`src/rtl/posit_pkg.sv`:
```
// rtl/posit_pkg.sv - posit formats, operations, rounding modes and status flags
package posit_pkg;

    typedef enum logic [1:0] {
        POSIT16_ES1 = 2'd0,
        POSIT8_ES0  = 2'd1,
        POSIT32_ES2 = 2'd2
    } posit_format_e;

    function automatic int unsigned posit_width(posit_format_e fmt);
        case (fmt)
            POSIT8_ES0:  return 8;
            POSIT32_ES2: return 32;
            default:     return 16;
        endcase
    endfunction

    typedef enum logic {
        DIV  = 1'b0,
        SQRT = 1'b1
    } operation_e;

    typedef enum logic [2:0] {
        RNE = 3'd0,
        RTZ = 3'd1,
        RDN = 3'd2,
        RUP = 3'd3,
        RMM = 3'd4
    } roundmode_e;

    typedef struct packed {
        logic nv;
        logic dz;
        logic of;
        logic uf;
        logic nx;
    } status_t;

endpackage

```
`src/rtl/posit_divsqrt_ctrl.sv`:
```
// rtl/posit_divsqrt_ctrl.sv - single-outstanding request/response controller for posit_divsqrt
// Optional watchdog: define POSIT_DIVSQRT_CTRL_TIMEOUT_EN.
module posit_divsqrt_ctrl #(
    parameter posit_pkg::posit_format_e pFormat = posit_pkg::posit_format_e'(0),
    parameter int unsigned TIMEOUT_CYCLES = 64,
    localparam int unsigned WIDTH = posit_pkg::posit_width(pFormat)
) (
    input  logic                         clk_i,
    input  logic                         rst_i,
    input  logic                         req_valid_i,
    output logic                         req_ready_o,
    input  logic [1:0][WIDTH-1:0]        req_operands_i,
    input  posit_pkg::operation_e        req_op_i,
    input  posit_pkg::roundmode_e        req_rnd_mode_i,
    input  logic                         req_tag_i,
    input  logic                         flush_i,
    output logic                         rsp_valid_o,
    input  logic                         rsp_ready_i,
    output logic [WIDTH-1:0]             rsp_result_o,
    output posit_pkg::status_t           rsp_status_o,
    output logic                         rsp_tag_o,
    output logic [1:0][WIDTH-1:0]        unit_operands_o,
    output posit_pkg::operation_e        unit_op_o,
    output posit_pkg::roundmode_e        unit_rnd_mode_o,
    output logic                         unit_tag_o,
    output logic                         unit_in_valid_o,
    input  logic                         unit_in_ready_i,
    output logic                         unit_flush_o,
    input  logic [WIDTH-1:0]             unit_result_i,
    input  posit_pkg::status_t           unit_status_i,
    input  logic                         unit_tag_i,
    input  logic                         unit_out_valid_i,
    output logic                         unit_out_ready_o,
    output logic                         busy_o
);
    import posit_pkg::*;

    typedef enum logic [1:0] {IDLE, ISSUE, WAIT, RESP} state_e;

    state_e                 state_q, state_d;
    logic [1:0][WIDTH-1:0]  opnd_q, opnd_d;
    operation_e             op_q, op_d;
    roundmode_e             rnd_q, rnd_d;
    logic                   tag_q, tag_d;
    logic [WIDTH-1:0]       res_q, res_d;
    status_t                st_q, st_d;
    logic                   rtag_q, rtag_d;

    logic accept, tag_hit, capture, timeout;

    assign req_ready_o = ~flush_i & ((state_q == IDLE) | ((state_q == RESP) & rsp_ready_i));
    assign accept      = req_valid_i & req_ready_o;
    assign tag_hit     = unit_out_valid_i & (unit_tag_i == tag_q);
    assign capture     = ((state_q == ISSUE) & unit_in_ready_i & tag_hit) | ((state_q == WAIT) & tag_hit);

`ifdef POSIT_DIVSQRT_CTRL_TIMEOUT_EN
    localparam int unsigned CNT_W = ($clog2(TIMEOUT_CYCLES + 1) > 8) ? $clog2(TIMEOUT_CYCLES + 1) : 8;
    logic [CNT_W-1:0] cnt_q, cnt_d;

    always_comb begin
        cnt_d = cnt_q;
        if (state_d == ISSUE && state_q != ISSUE) begin
            cnt_d = '0;
        end else if (state_q == ISSUE || state_q == WAIT) begin
            cnt_d = cnt_q + 1'b1;
        end
    end

    always_ff @(posedge clk_i) begin
        if (rst_i) cnt_q <= '0;
        else       cnt_q <= cnt_d;
    end

    // A capture in the expiring cycle wins, so the watchdog only fires without one.
    assign timeout      = (state_q == ISSUE || state_q == WAIT) && (cnt_q == CNT_W'(TIMEOUT_CYCLES)) && !capture;
    assign unit_flush_o = flush_i | timeout;
`else
    // TIMEOUT_CYCLES only has an effect when the watchdog is built in.
    if (TIMEOUT_CYCLES == 0) begin : g_timeout_unused
    end
    assign timeout      = 1'b0;
    assign unit_flush_o = flush_i;
`endif

    always_comb begin
        state_d          = state_q;
        opnd_d           = opnd_q;
        op_d             = op_q;
        rnd_d            = rnd_q;
        tag_d            = tag_q;
        res_d            = res_q;
        st_d             = st_q;
        rtag_d           = rtag_q;
        unit_in_valid_o  = 1'b0;
        unit_out_ready_o = 1'b0;
        rsp_valid_o      = 1'b0;

        case (state_q)
            IDLE: if (accept) state_d = ISSUE;
            ISSUE: begin
                unit_in_valid_o  = 1'b1;
                unit_out_ready_o = 1'b1;
                if (unit_in_ready_i) state_d = capture ? RESP : WAIT;
            end
            WAIT: begin
                unit_out_ready_o = 1'b1;
                if (capture) state_d = RESP;
            end
            RESP: begin
                rsp_valid_o = 1'b1;
                if (rsp_ready_i) state_d = accept ? ISSUE : IDLE;
            end
            default: state_d = IDLE;
        endcase

        if (capture) begin
            res_d  = unit_result_i;
            st_d   = unit_status_i;
            rtag_d = unit_tag_i;
        end else if (timeout) begin
            res_d   = {1'b1, {(WIDTH-1){1'b0}}};
            st_d    = status_t'(5'b10000);
            rtag_d  = tag_q;
            state_d = RESP;
        end

        if (accept) begin
            opnd_d[0] = req_operands_i[0];
            opnd_d[1] = (req_op_i == SQRT) ? '0 : req_operands_i[1];
            op_d      = req_op_i;
            rnd_d     = req_rnd_mode_i;
            tag_d     = req_tag_i;
        end

        if (flush_i) state_d = IDLE;
    end

    always_ff @(posedge clk_i) begin
        if (rst_i) begin
            state_q <= IDLE;
            opnd_q  <= '0;
            op_q    <= DIV;
            rnd_q   <= RNE;
            tag_q   <= 1'b0;
            res_q   <= '0;
            st_q    <= status_t'(5'b0);
            rtag_q  <= 1'b0;
        end else begin
            state_q <= state_d;
            opnd_q  <= opnd_d;
            op_q    <= op_d;
            rnd_q   <= rnd_d;
            tag_q   <= tag_d;
            res_q   <= res_d;
            st_q    <= st_d;
            rtag_q  <= rtag_d;
        end
    end

    assign unit_operands_o = opnd_q;
    assign unit_op_o       = op_q;
    assign unit_rnd_mode_o = rnd_q;
    assign unit_tag_o      = tag_q;
    assign rsp_result_o    = res_q;
    assign rsp_status_o    = st_q;
    assign rsp_tag_o       = rtag_q;
    assign busy_o          = (state_q != IDLE);

endmodule

```
`config.mk`:
```
export PLATFORM = sky130hd
export DESIGN_NAME = posit_divsqrt_ctrl
export DESIGN_NICKNAME = d
export VERILOG_FILES = /design/src/rtl/posit_pkg.sv /design/src/rtl/posit_divsqrt_ctrl.sv
export SDC_FILE = /design/constraint.sdc
export NUM_CORES = 1
export LEC_CHECK = 0
export CAP_MARGIN = 10
export CELL_PAD_IN_SITES_DETAIL_PLACEMENT = 1
export CELL_PAD_IN_SITES_GLOBAL_PLACEMENT = 1
export CORE_MARGIN = 2
export CORE_UTILIZATION = 27
export DETAILED_ROUTE_END_ITERATION = 10
export PLACE_DENSITY_LB_ADDON = 0.1
export SETUP_SLACK_MARGIN = 0.15
export SYNTH_ARGS = -nofsm -noshare
export SYNTH_HDL_FRONTEND = slang
export SYNTH_SLANG_ARGS = --single-unit
```
`constraint.sdc`:
```
create_clock -name clk_i -period 1.95 [get_ports clk_i]
set_input_delay 0.39 -clock clk_i [delete_from_list [all_inputs] [get_ports clk_i]]
set_output_delay 0.39 -clock clk_i [all_outputs]
set_load 0.05 [all_outputs]
```
==> impl_metrics.toml <==
[yosys]
synth_top_area_share_pct = 51.2
synth_area_leaders = "dfxtp_1 51%, nand2_1 9.3%, mux2i_1 9.2%, a21oi_1 8.2%, nand3b_1 5.0%"
yosys.area.top_type = "dfxtp_1"
syn-num-nets = 336
yosysWarnings = 0
ys_seq_area_share_pct = 51.2
syn_avg_cell_area_sq_um = 9.00
synth-seq-cells = 61
syn_area_sq_mm = 0.00239
synthCells = 265
netlist-cell-type-count = 25

[finish]
area_growth_pct = 70.7
drive_gt1_share_pct = 12.1
final_common_cell = "clkdlybuf4s50_1"
post-route-util_pct = 47.2
diodes = 0
final_area_sq_mm = 0.00407
nets = 472
final_cell_mix = "64 x clkdlybuf4s50_1, 59 x nand2_1, 59 x dfxtp_1, 55 x dlygate4sd2_1, 39 x a21oi_1"

[clock_network]
cts_tree = "built"
numCtsBuffers = 9
clkSinkCount = 61
clk-insertion-delay-late_ns = 0.33
htreeDepth = 3
clock_path_buffers = 2
cts_root_buffer = "clkbuf_8"
clkTransAtPathRegs_ns = 0.07

[detailed_routing]
firstDrtPassIters = 5
avgViaCountPerCell = 4.50
wl_per_cell_microns = 13.9
wl_mm = 7.16
drtIter0Drc = 41
vias = 2313
ant_nets = 0
drc = 0

[worst_hold_path]
hp-class = "input pin to flop"

[floorplan]
io_pins = 131
start_util_pct = 27.6
die_h_microns = 98.0
rows = 34
die_w_microns = 98.0
die_area_sq_mm = 0.00960
coreArea_sq_mm = 0.00864

[grt]
grt-busiest-layer = "met2"
grt_use_total_pct = 15.4
gr-total-overflow = 0
antenna_found_initial = 0
grt_util_met3_pct = 6.51
met1_usage_pct = 18.2
met2_usage_pct = 24.9
grt_pass1_vias = 2399
grt_max_degree = 38
grt_pass1_wl_mm = 11.8

[worst_setup_path]
crit_path_max_fanout = 4
crit_arrival_ns = 1.41
critical_path_class = "flop to output port"
worstSetupStartpointType = "flop"
cp_data_required_time_ns = 1.56
end_kind = "output port"

[placed_design]
io_buffers = 130
gp_congestion = 0.703
placed_area_sq_mm = 0.00384
pre_cts_slack_ns = 0.0944
hpwl_mm = 5.19

[timing]
max-slew-margin-rel_pct = 65.0
fin_tns_setup_ns = 0
setup_violations = 0
skew_ns = 0.00784
max_freq_mhz = 554
fin_crit_sh_pct = 92.5
layout_setup_ws_ns = 0.146
drv_slew = 0
finalCriticalPeriod_ns = 1.80
rsz0062_at_grt = "yes"
worst_pin_slew_ns = 0.524
hold_violations = 0

[run_status]
status = "finished clean"

[power]
leakage_nw = 1.96
power.total_w = 0.00319
ir_drop_v = 0.000496
powerDensity_mw_per_mm2 = 783

[flow_run]
maxCapViolCount = 0
-- report_power, final --
part,switching (W),internal (W)
Clock,0.000468,0.000883
Sequential,0.0000182,0.00128
Combinational,0.000295,0.000243
-- critical path, stage by stage, from the launching register on --
cell     delay (ns)
dfxtp_4        0.37
inv_4          0.05
ha_4           0.17
a21o_4         0.19
and2_4         0.16
buf_12         0.14
-- flip-flops by register name, indices dropped and copies added (netlist names) --
register	cells
state_q	2
rsp_tag_o	1
unit_rnd_mode_o	3
unit_op_o	1
unit_tag_o	1
unit_operands_o	32
rsp_result_o	16
rsp_status_o	5
-- per-layer routing --
layer	share of wire (%)	up-vias	routed length (microns)
li1	-	1148	-
met1	44	1072	3170
met2	45	85	3260
met3	8.9	8	634
met4	1.4	0	98
met5	0	-	0
-- cell families after synthesis --
family	share of synthesized area [%]
multiplexers	9.23
flip-flops	51.2
adder cells (fa/ha/maj)	2.62
buffers and inverters	5.40
XOR/XNOR	0.367
AND/OR/NAND/NOR	20.3
AO/OA/AOI/OAI	10.9
-- cells in the mapped netlist, drive strengths merged --
library cell and number:
a21o 2, ha 5, and3b 1, and3 1
dfxtp 61, nand3b 16, a41o 1, a21bo 1
mux2i 22, a21oi 39, buf 11, and2 1
a222oi 1, nand2 59, nand4 1, o2111ai 2
nand2b 1, nand3 2, nor2 24, clkbuf 7
xnor2 1, inv 6
-- stage by stage --
step           cells  hold slack (ns)
5_1_grt          514            0.374
4_1_cts          511            0.365
2_1_floorplan    265            0.526
6_report         514            0.382
3_3_place_gp     494            0.438
3_5_place_dp     494            0.445
-- area by class of cell --
type                       instances  area [sq um]
fill                            1011          4560
timing repair buffer             143          1390
sequential                        61          1230
multi-input combinational        180          1060
clock buffer                      12           145
tap                              108           135
clock inverter                     4          95.1
inverter                           6          25.0
-- worst paths after layout --
check                                   startpoint                               end  slack [ns]  cells past startpoint
hold / removal                               rst_i      rsp_status_o[3]$_SDFFE_PP0P_        0.38                      2
setup reg to reg           state_q[0]$_SDFFE_PP0P_      rsp_result_o[7]$_SDFFE_PP0P_        0.32                      7
hold reg to reg   unit_operands_o[30]$_SDFFE_PP0P_  unit_operands_o[30]$_SDFFE_PP0P_        0.45                      2
setup / recovery           state_q[1]$_SDFFE_PP0P_                       req_ready_o        0.15                      5
-- repair_timing --
item / 4_1_cts / 5_1_grt
hold buffers: 0 / 0
endpoints found under the setup margin: 56 / 1
setup buffers: 1 / 3
pin swaps: 0 / 1
resized for setup: 61 / 4
(Power assumes the default switching activity.)
